--- src/rtl/multi_cycle_control.sv ---
// Multi-cycle MIPS-subset control unit: a 5-state FSM whose only storage is the
// state register; all datapath controls decode combinationally from state and IR.
module multi_cycle_control (
    input  logic       clk,
    input  logic       reset,
    input  logic [5:0] OpCode,
    input  logic [5:0] Funct,
    input  logic       mem_ready,
    output logic [2:0] state,
    output logic       PCWrite,
    output logic       PCWriteCond,
    output logic       IRWrite,
    output logic       RegWrite,
    output logic       MemRead,
    output logic       MemWrite,
    output logic       IorD,
    output logic       ExtOp,
    output logic       LuOp,
    output logic [1:0] PCSource,
    output logic [1:0] ALUSrcA,
    output logic [1:0] ALUSrcB,
    output logic [1:0] RegDst,
    output logic [1:0] MemtoReg,
    output logic [3:0] ALUOp
);
    typedef enum logic [2:0] {
        sIF  = 3'd0,
        sID  = 3'd1,
        sEX  = 3'd2,
        sMEM = 3'd3,
        sWB  = 3'd4
    } state_t;

    state_t cur, nxt;

    logic isR, isJ, isJal, isBeq, isLw, isSw, isLui, isAndi, isJr, isJalr;
    logic isIAlu, toEx;
    logic [2:0] aluLo;

    assign isR    = (OpCode == 6'h00);
    assign isJ    = (OpCode == 6'h02);
    assign isJal  = (OpCode == 6'h03);
    assign isBeq  = (OpCode == 6'h04);
    assign isLw   = (OpCode == 6'h23);
    assign isSw   = (OpCode == 6'h2b);
    assign isLui  = (OpCode == 6'h0f);
    assign isAndi = (OpCode == 6'h0c);
    assign isJr   = isR && (Funct == 6'h08);
    assign isJalr = isR && (Funct == 6'h09);
    assign isIAlu = (OpCode == 6'h08) || (OpCode == 6'h09) || isAndi ||
                    (OpCode == 6'h0a) || (OpCode == 6'h0b);
    assign toEx   = (isR && !isJr && !isJalr) || isLw || isSw || isBeq || isLui || isIAlu;

    always_comb begin
        case (OpCode)
            6'h00:       aluLo = 3'b010;
            6'h04:       aluLo = 3'b001;
            6'h0c:       aluLo = 3'b100;
            6'h0a, 6'h0b: aluLo = 3'b101;
            default:     aluLo = 3'b000;
        endcase
    end

    always_ff @(posedge clk or posedge reset) begin
        if (reset) cur <= sIF;
        else       cur <= nxt;
    end

    assign state = cur;

    always_comb begin
        nxt         = sIF;
        PCWrite     = 1'b0;
        PCWriteCond = 1'b0;
        IRWrite     = 1'b0;
        RegWrite    = 1'b0;
        MemRead     = 1'b0;
        MemWrite    = 1'b0;
        IorD        = 1'b0;
        ExtOp       = !isAndi;
        LuOp        = isLui;
        PCSource    = 2'b00;
        ALUSrcA     = 2'b00;
        ALUSrcB     = 2'b00;
        RegDst      = 2'b00;
        MemtoReg    = 2'b00;
        ALUOp       = 4'b0000;
        case (cur)
            sIF: begin
                MemRead = 1'b1;
                ALUSrcB = 2'b01;
                if (mem_ready) begin
                    IRWrite = 1'b1;
                    PCWrite = 1'b1;
                    nxt     = sID;
                end else begin
                    nxt = sIF;
                end
            end
            sID: begin
                // Branch target is precomputed here so beq can resolve in EX.
                ALUSrcB = 2'b11;
                if (isJ || isJal) begin
                    PCWrite  = 1'b1;
                    PCSource = 2'b10;
                    if (isJal) begin
                        RegWrite = 1'b1;
                        RegDst   = 2'b10;
                        MemtoReg = 2'b10;
                    end
                end else if (isJr || isJalr) begin
                    PCWrite  = 1'b1;
                    PCSource = 2'b11;
                    if (isJalr) begin
                        RegWrite = 1'b1;
                        RegDst   = 2'b01;
                        MemtoReg = 2'b10;
                    end
                end else if (toEx) begin
                    nxt = sEX;
                end
            end
            sEX: begin
                ALUOp = {OpCode[0], aluLo};
                if (isBeq) begin
                    ALUSrcA     = 2'b01;
                    PCWriteCond = 1'b1;
                    PCSource    = 2'b01;
                    nxt         = sIF;
                end else if (isR) begin
                    ALUSrcA = (Funct == 6'h00 || Funct == 6'h02 || Funct == 6'h03) ? 2'b10 : 2'b01;
                    nxt     = sWB;
                end else begin
                    ALUSrcA = 2'b01;
                    ALUSrcB = 2'b10;
                    nxt     = (isLw || isSw) ? sMEM : sWB;
                end
            end
            sMEM: begin
                IorD     = 1'b1;
                MemRead  = isLw;
                MemWrite = isSw;
                if (mem_ready) nxt = isLw ? sWB : sIF;
                else           nxt = sMEM;
            end
            sWB: begin
                RegWrite = 1'b1;
                RegDst   = isR ? 2'b01 : 2'b00;
                MemtoReg = isLw ? 2'b01 : 2'b00;
            end
            default: nxt = sIF;
        endcase
        // State is forced to IF asynchronously; IF's fetch strobe must not leak out.
        if (reset) begin
            PCWrite     = 1'b0;
            PCWriteCond = 1'b0;
            IRWrite     = 1'b0;
            RegWrite    = 1'b0;
            MemRead     = 1'b0;
            MemWrite    = 1'b0;
        end
    end
endmodule
--- config.mk ---
export PLATFORM = sky130hd
export DESIGN_NAME = multi_cycle_control
export DESIGN_NICKNAME = d
export VERILOG_FILES = /design/src/rtl/multi_cycle_control.sv
export SDC_FILE = /design/constraint.sdc
export NUM_CORES = 1
export LEC_CHECK = 0
export ABC_AREA = 0
export BUFFER_PORTS_ARGS = -buffer_cell sky130_fd_sc_hd__buf_4
export CORE_UTILIZATION = 43
export CTS_CLUSTER_DIAMETER = 30
export DETAILED_ROUTE_END_ITERATION = 7
export HOLD_SLACK_MARGIN = 0.03
export PLACE_DENSITY = 0.84
export SYNTH_ARGS = -nofsm -noshare
export SYNTH_HDL_FRONTEND = slang
export SYNTH_SLANG_ARGS = --single-unit
--- constraint.sdc ---
create_clock -name clk -period 6.6 [get_ports clk]
set_input_delay 1.65 -clock clk [delete_from_list [all_inputs] [get_ports clk]]
set_output_delay 1.65 -clock clk [all_outputs]
set_load 0.02 [all_outputs]
==> flow_summary_export.csv, run 1 <==
group,metric,value,unit
pwr,p_int,0.0000629,W
timing,tns,0,ns
setup_path,path_delay_family,"simple AND/OR/NAND/NOR gates",
setup_path,start_kind,"input port",
synthesis,synth_nets,102,
clocking,cts_setup_buffers,0,
global_routing,antenna_found_initial,0,
clocking,path_clk_slew,0.04,ns
synthesis,netlist_instances,87,
timing,max_freq,204,MHz
timing,fin_skew,0.00463,ns
place,gp_congestion,0.809,
drt,first_pass_iters,4,
pwr,power_density,116,nW/um^2
clocking,cts_tree,"yes",
place,port_buffers,40,
drt,ant_nets,0,
cells_and_area,largest_reg_flops,3,
cells_and_area,final.fill_count,98,
floorplan,coreArea,1170,um^2
timing,hold_violations,0,
timing,setup_viol,0,
pwr,pwr-share-seq,0.228,
floorplan,die_h,38.5,um
global_routing,grt_pass1_vias,674,
timing,finalCriticalPeriod,4.89,ns
setup_path,cp_common_cell,"buf_4",
drt,vias,810,
place,hpwlAfterDp,1550,um
timing,final-max-slew-violation-count,0,
synthesis,ys_types,34,
cells_and_area,drive_above_1_share,0.381,
cells_and_area,antenna_cells,0,
timing,worstMarginPinSlew,0.641,ns
synthesis,synthTopCellsByArea,"dfrtp_1 13%, nor2_1 11%, nand2_1 5.2%, nand3b_1 3.9%, o31ai_1 3.9%",
drt,avgRoutedWirePerCell,13.9,um
cells_and_area,nets,142,
pwr,switching_share,0.393,
cells_and_area,syn_to_final_growth,55.2,%
clocking,cts_root_buffer,"clkbuf_4",
setup_path,crit_buf_inv,2,
cells_and_area,multi_input_area,452,um^2
floorplan,initial_core_util,0.489,
global_routing,grt_overflow,0,
timing,rsz0062_at_grt,"no",
hold_path,hold_class,"reg2reg",
pwr,p_clk_frac,0.321,
setup_path,crit_slowest_cell,"a2111oi_0",
clocking,cts_max_path_buffers,2,
setup_path,required,4.95,ns
floorplan,dieWidth,38.5,um
setup_path,worst-setup-path-type,"in2out",
synthesis,ys_seq_elements,3,
synthesis,syn-cell-area,573,um^2
synthesis,yosysTopAreaCell,"dfrtp_1",
setup_path,worstPathArrival,3.24,ns
clocking,post_cts_resize_count,0,
setup_path,critPathMaxStageDelay,0.54,ns
timing,relSlewSlack,0.562,
synthesis,yosys_warnings,0,
floorplan,dieArea,1480,um^2
drt,avgViaCountPerCell,5.79,
setup_path,crit_path_max_fanout,11,
clocking,cts_made_buffers,3,
synthesis,seq_area_frac_synth,0.131,
global_routing,grt_max_degree,13,
global_routing,grt_pass1_wl,3030,um
setup_path,path_cells,"buf_4 > nor4_4 > nand2_1 > a2111oi_0 > and2_1 > buf_4",
clocking,clkSinkCount,3,
pwr,p_total,0.000104,W
floorplan,row_count,12,
pwr,switching_power,0.0000407,W
clocking,htreeDepth,1,
drt,drc,0,
global_routing,grt_usage,0.292,
cells_and_area,register_area,75.1,um^2
timing,min_period_over_period,0.741,
drt,drtIter0Drc,40,
setup_path,critPathCaptureType,"output pin",
clocking,cts_hold_buf,0,
status,status,"completed",
pwr,leakage,0.429,nW
flow_run,max_cap_viol_count,0,
clocking,clkLatencyLatePin,0.24,ns
pwr,combPwrFrac,0.451,
floorplan,pin_count,41,
pwr,peakVddDrop,82.1,uV
synthesis,yosysTopAreaCellShare,0.131,
synthesis,syn_avg_cell_area,6.59,um^2
setup_path,reg2reg_slack,5.20,ns
drt,wl,1950,um
[per-layer routing]
| metal | global-route usage | vias to the layer above | wire length [um] |
|---|---|---|---|
| met5 | 0 | - | 0 |
| met1 | 0.373 | 357 | 786 |
| met2 | 0.492 | 52 | 954 |
| li1 | - | 397 | - |
| met4 | 0.0603 | 0 | 19 |
| met3 | 0.0698 | 4 | 185 |
[power by group through the flow]
| stage | sequential [W] | clock (W) | combinational [W] |
|---|---|---|---|
| after global routing | 0.0000241 | 0.0000371 | 0.0000507 |
| after CTS | 0.0000236 | 0.0000340 | 0.0000463 |
| after detailed placement | 0.0000238 | 0 | 0.0000462 |
| final | 0.0000236 | 0.0000333 | 0.0000467 |
| after floorplan | 0.0000228 | 0 | 0.0000267 |
| after global placement | 0.0000237 | 0 | 0.0000458 |
[layout by cell type, fill, tap and decap left out, types with 2 or more instances in the layout]
master	n
o31ai_1	3
and2_1	3
inv_1	5
buf_4	40
nor4_1	2
nand3b_1	3
a21oi_1	3
clkbuf_4	3
nor2_1	17
nand2b_1	3
and3_1	2
nor3_1	3
dfrtp_1	3
nand2_1	8
nand4b_1	2
nand3_1	4
nor2b_1	3
a31oi_1	3
[stage by stage]
stage                     std cells  hold WS, ns  area (um^2)   util  setup WS, ns
after floorplan                  87        0.750          573      -          1.96
after global placement          136        0.724          863  0.737          1.87
after detailed placement        136        0.731          863  0.737          1.77
after CTS                       140        0.732          890  0.760          1.75
after global routing            140        0.793          890  0.760          1.64
final                           140        0.733          890  0.760          1.71
[synthesized netlist by cell type, drive strengths merged]
cell	number
o31a	1
dfrtp	3
nand3	4
and4	1
nor4	3
nand4	1
nand2	8
o41ai	1
or3	1
and3	2
or3b	2
clkbuf	3
nand4b	2
nor2	17
nor3	3
o31ai	3
a21o	1
o2bb2ai	1
a211oi	1
nand2b	3
nand3b	3
buf	2
nor2b	3
a31oi	3
a21oi	3
a22oi	1
inv	5
and2	4
and4b	1
a2111oi	1
[worst paths after layout]
check,start,to,depth (start not counted)
max,OpCode[3],ALUSrcA[1],6
min,state[0],state[1],2
max reg2reg,state[0],state[2],2
min reg2reg,state[0],state[1],2
max in group asynchronous,reset,state[0],2
min in group asynchronous,reset,state[2],2
[cell type report]
class / instances / area share
Multi-Input combinational cell: 74 / 0.508
Timing Repair Buffer: 40 / 0.338
Sequential cell: 3 / 0.0844
Clock buffer: 4 / 0.0295
Inverter: 5 / 0.0211
Tap cell: 14 / 0.0197
[worst min-delay path, delay by kind of cell (launching register included)]
family | cells | cell delay [ns]
flops | 1 | 0.49
simple gates | 1 | 0.14
compound gates | 1 | 0.06
[logic make-up after synthesis]
| group | Yosys count | synth area share |
|---|---|---|
| AND/OR/NAND/NOR | 58 | 0.579 |
| buffers and inverters | 10 | 0.0808 |
| flip-flops | 3 | 0.131 |
| AO/OA/AOI/OAI | 16 | 0.210 |
(Power assumes the default switching activity.)
==> inputs of run 2 (changes only) <==
- ABC_AREA: 0 -> 1
- CORE_UTILIZATION: 43 -> 39
- PLACE_DENSITY: 0.84 -> 0.78
- clock period: 6.6 -> 4.7 ns (I/O delays scaled with it)
==> run 2 against run 1 <==
  * Final area increased by 1.8%
  * Die area increased by 7.4%
  * Sequential share of layout area decreased by 0.15 points
  * Sequential power increased by 32%
  * Sequential cell count unchanged
  * Non-clock buffer count unchanged
  * Synthesized cell count increased by 20%
  * Synthesized area decreased by 2.2%
  * Clock power increased by 38%
  * Hold slack got worse by 0.039 ns
==> flow_summary_export.csv, run 2 <==
group,metric,value,unit
setup_path,worst-setup-path-type,"in2out",
clocking,cts_made_buffers,3,
timing,hold_violations,0,
synthesis,seq_area_frac_synth,0.134,
synthesis,syn-cell-area,561,um^2
floorplan,pin_count,41,
synthesis,yosysTopAreaCell,"nand2_1",
pwr,power_density,162,nW/um^2
global_routing,grt_max_degree,10,
clocking,htreeDepth,1,
pwr,combPwrFrac,0.473,
setup_path,start_kind,"input port",
synthesis,synth_nets,119,
setup_path,crit_path_max_fanout,9,
timing,setup_viol,0,
synthesis,synth_ff_type,"dfrtp_1",
drt,drtIter0Drc,19,
drt,wl,1650,um
cells_and_area,syn_to_final_growth,61.6,%
clocking,clkSinkCount,3,
drt,first_pass_iters,4,
clocking,clkLatencyLatePin,0.24,ns
floorplan,dieArea,1590,um^2
clocking,cts_tree,"yes",
clocking,cts_setup_buffers,0,
cells_and_area,mostFrequentLayoutCells,"40 x buf_4, 25 x nand2_1, 20 x nor2_1",
synthesis,netlist_instances,104,
timing,worstMarginPinSlew,0.269,ns
synthesis,synth_edf_count,0,
drt,drc,0,
place,gp_congestion,0.774,
timing,min_period_over_period,0.716,
pwr,p_clk_frac,0.314,
floorplan,row_count,13,
flow_run,max_cap_viol_count,0,
synthesis,syn_avg_cell_area,5.39,um^2
timing,rsz0062_at_grt,"no",
cells_and_area,register_area,75.1,um^2
synthesis,yosys_warnings,0,
cells_and_area,largest_reg_flops,3,
synthesis,async_flop_share,1.00,
pwr,leakage,0.528,nW
cells_and_area,multi_input_area,410,um^2
clocking,post_cts_resize_count,0,
global_routing,grt_pass1_vias,695,
floorplan,coreArea,1320,um^2
setup_path,critPathCaptureType,"output pin",
global_routing,grt_overflow,0,
cells_and_area,nets,164,
clocking,cts_hold_buf,0,
setup_path,worstPathArrival,2.19,ns
clocking,cts_root_buffer,"clkbuf_4",
cells_and_area,drive_above_1_share,0.392,
drt,avgViaCountPerCell,5.04,
synthesis,yosys.cell_count.top_type,"nand2_1",
clocking,cts_max_path_buffers,2,
place,port_buffers,40,
floorplan,die_h,39.9,um
floorplan,initial_core_util,0.425,
timing,final-max-slew-violation-count,0,
pwr,p_total,0.000146,W
drt,avgRoutedWirePerCell,10.1,um
cells_and_area,layout_commonest_cell,"buf_4",
pwr,peakVddDrop,76.5,uV
cells_and_area,antenna_cells,0,
status,status,"completed",
hold_path,hold_class,"reg2reg",
timing,max_freq,297,MHz
synthesis,synthTopCellsByArea,"nand2_1 17%, dfrtp_1 13%, nor2_1 13%, inv_1 10%, nand3_1 8.0%",
synthesis,ys_types,18,
pwr,switching_share,0.400,
synthesis,yosysTopAreaCellShare,0.167,
pwr,pwr-share-seq,0.212,
global_routing,antenna_found_initial,0,
timing,fin_skew,0.00150,ns
synthesis,ys_top_cells_by_count,"25 x nand2_1, 20 x nor2_1, 15 x inv_1",
timing,finalCriticalPeriod,3.36,ns
cells_and_area,final.fill_count,119,
global_routing,grt_usage,0.245,
setup_path,required,3.52,ns
global_routing,grt_pass1_wl,2640,um
place,hpwlAfterDp,1400,um
drt,vias,821,
timing,tns,0,ns
timing,relSlewSlack,0.820,
pwr,switching_power,0.0000586,W
synthesis,ys_seq_elements,3,
pwr,p_int,0.0000878,W
clocking,path_clk_slew,0.04,ns
floorplan,dieWidth,39.9,um
drt,ant_nets,0,
[run 2: cell types whose count changed after synthesis, moves of 4 or more]
cell | before | now
o21ai_1 | 0 | 4
inv_2 | 0 | 5
inv_1 | 5 | 15
nand2_1 | 8 | 25
nand3_1 | 4 | 9
nor2_4 | 0 | 4
[run 2: cells by family after synthesis]
kind of cell	count (synthesis)	share of synthesized area
AO/OA/AOI/OAI	11	0.109
AND/OR/NAND/NOR	70	0.623
buffers and inverters	20	0.134
flip-flops	3	0.134
[run 2: layer usage]
layer / vias to the layer above / track usage / routed length (um)
met5: - / 0 / 0
met4: 0 / 0.147 / 14
met3: 2 / 0.0341 / 111
met2: 37 / 0.407 / 855
met1: 362 / 0.293 / 668
li1: 420 / - / -
[run 2: through the flow]
step                utilization  setup slack, ns  hold slack (ns)  cell area, um^2  std cells
floorplan                     -             1.46            0.761              561        104
global placement          0.668             1.39            0.677              880        159
detailed placement        0.668             1.34            0.693              880        159
CTS                       0.688             1.34            0.696              906        163
global route              0.688             1.21            0.745              906        163
finish                    0.688             1.34            0.694              906        163
[run 2: area by class of cell]
| class | count | area share |
|---|---|---|
| Multi-Input combinational cell | 81 | 0.453 |
| Timing Repair Buffer | 40 | 0.331 |
| Sequential cell | 3 | 0.0829 |
| Inverter | 20 | 0.0829 |
| Clock buffer | 4 | 0.0290 |
| Tap cell | 15 | 0.0207 |
[run 2: final timing paths]
kind | from | endpoint | slack (ns) | depth (start not counted)
max reg2reg | state[0] | state[2] | 3.49 | 5
min reg2reg | state[2] | state[1] | 0.69 | 3
max | OpCode[4] | PCWrite | 1.34 | 9
min | state[2] | state[1] | 0.69 | 3
min in group asynchronous | reset | state[1] | 0.86 | 2
max in group asynchronous | reset | state[0] | 3.70 | 2
[run 2: power groups by stage]
stage	clock network, W	registers, W	logic, W
5_1_grt	0.0000506	0.0000316	0.0000768
3_5_place_dp	0	0.0000315	0.0000692
3_3_place_gp	0	0.0000312	0.0000683
6_report	0.0000460	0.0000311	0.0000693
2_1_floorplan	0	0.0000335	0.0000359
4_1_cts	0.0000468	0.0000312	0.0000695
[run 2: critical path, cell delays in order]
cell	delay, ns
buf_4	0.12
nor2_4	0.21
nand2_2	0.09
nor2_4	0.12
nand2_2	0.06
nand2_1	0.06
nand2_1	0.07
a21oi_2	0.13
buf_4	0.15
==> inputs of run 3 (changes only) <==
- clock period: 4.7 -> 3.4 ns (I/O delays scaled with it)
==> run 3 against run 2 <==
  * Clock skew fell by 0.00083 ns
  * Critical path depth did not move
  * Worst setup slack got worse by 0.66 ns
  * First-iteration DRC count fell by 26%
  * Hold slack got worse by 0.16 ns
==> flow_summary_export.csv, run 3 (same netlist as run 2, synthesis figures left out) <==
group,metric,value,unit
status,status,"completed",
place,dp_slack,0.683,ns
clocking,clkLatencyLatePin,0.23,ns
cells_and_area,antenna_cells,0,
cells_and_area,stdcell_area,906,um^2
global_routing,grt_overflow,0,
pwr,leakage,0.528,nW
clocking,clkSinkCount,3,
setup_path,critPathCaptureType,"output pin",
floorplan,row_count,13,
clocking,cts_max_path_buffers,2,
cells_and_area,final.fill_count,119,
pwr,peakVddDrop,111,uV
timing,worstMarginPinSlew,0.254,ns
timing,max_freq,368,MHz
place,dp.cells,159,
drt,drtIter0Drc,14,
global_routing,grt_max_degree,10,
drt,vias,822,
floorplan,die_h,39.9,um
timing,fin_skew,0.000670,ns
floorplan,initial_core_util,0.425,
timing,tns,0,ns
clocking,path_clk_slew,0.04,ns
drt,wl,1640,um
timing,finalCriticalPeriod,2.72,ns
drt,first_pass_iters,5,
timing,final-max-slew-violation-count,0,
floorplan,dieArea,1590,um^2
floorplan,coreArea,1320,um^2
cells_and_area,drive_above_1_share,0.392,
cells_and_area,nets,164,
setup_path,required,2.55,ns
drt,drc,0,
drt,ant_nets,0,
setup_path,worstPathArrival,1.87,ns
clocking,cts_hold_buf,0,
setup_path,start_kind,"input port",
floorplan,dieWidth,39.9,um
timing,setup_ws,0.679,ns
timing,hold_violations,0,
cells_and_area,mostFrequentLayoutCells,"40 x buf_4, 25 x nand2_1, 20 x nor2_1",
global_routing,grt_usage,0.236,
timing,relSlewSlack,0.829,
cells_and_area,largest_reg_flops,3,
flow_run,max_cap_viol_count,0,
setup_path,worst-setup-path-type,"in2out",
hold_path,hold_class,"in2async",
global_routing,antenna_found_initial,0,
timing,setup_viol,0,
timing,min_period_over_period,0.800,
drt,avgRoutedWirePerCell,10.1,um
global_routing,grt_pass1_wl,2590,um
place,placed_area,880,um^2
clocking,htreeDepth,1,
clocking,cts_made_buffers,3,
cells_and_area,syn_to_final_growth,61.6,%
cells_and_area,layout_commonest_cell,"buf_4",
pwr,power_density,223,nW/um^2
clocking,cts_tree,"yes",
drt,avgViaCountPerCell,5.04,
floorplan,pin_count,41,
place,gp_congestion,0.774,
cells_and_area,fin_util,0.688,
place,port_buffers,40,
clocking,cts_setup_buffers,0,
global_routing,grt_pass1_vias,654,
clocking,post_cts_resize_count,0,
clocking,cts_root_buffer,"clkbuf_4",
timing,rsz0062_at_grt,"no",
setup_path,crit_path_max_fanout,9,
cells_and_area,instances_no_fill,163,
place,hpwlAfterDp,1440,um
-- run 3: cell counts in the layout (fill, tap and decap cells not counted) --
No cell type changed its count.
-- run 3: metal layers --
| layer | global-route usage | up-vias | part of all wire |
|---|---|---|---|
| li1 | - | 421 | - |
| met1 | 0.277 | 372 | 0.40 |
| met2 | 0.440 | 27 | 0.54 |
| met3 | 0.0341 | 2 | 0.052 |
| met4 | 0.0517 | 0 | 0.0061 |
| met5 | 0 | - | 0 |
-- run 3: metrics by stage --
step           hold WS (ns)  total power, W
2_1_floorplan         0.612       0.0000960
3_3_place_gp          0.677        0.000138
3_5_place_dp          0.682        0.000140
4_1_cts               0.536        0.000205
5_1_grt               0.536        0.000219
6_report              0.537        0.000202
-- run 3: final cells by class --
type / count / area (um^2) / area share
clock buffers: 4 / 26.3 / 0.0290
inverters: 20 / 75.1 / 0.0829
repair buffers: 40 / 300 / 0.331
flip-flops and latches: 3 / 75.1 / 0.0829
well taps: 15 / 18.8 / 0.0207
multi-input cells: 81 / 410 / 0.453
-- run 3: report_power, final --
part	leakage [nW]	total (W)	internal [W]	switching [W]
registers	0.0402	0.0000430	0.0000387	0.00000427
clock network	0.0150	0.0000632	0.0000440	0.0000192
logic	0.473	0.0000961	0.0000385	0.0000576
-- run 3: worst max-delay path, stage by stage --
cell     delay, ns
buf_4         0.12
nor2_4        0.21
nand2_2       0.09
nor2_4        0.12
nand2_2       0.06
nand2_1       0.06
nand2_1       0.07
a21oi_2       0.13
buf_4         0.15
-- run 3: final timing paths --
path | start | endpoint | slack (ns) | cells after the start
min in group clk | state[2] | state[1] | 0.69 | 3
worst min-delay path | reset | state[1] | 0.54 | 2
max in group asynchronous | reset | state[0] | 2.71 | 2
worst min register to register | state[2] | state[1] | 0.69 | 3
worst max-delay path | OpCode[4] | PCWrite | 0.68 | 9
worst max register to register | state[0] | state[2] | 2.19 | 5
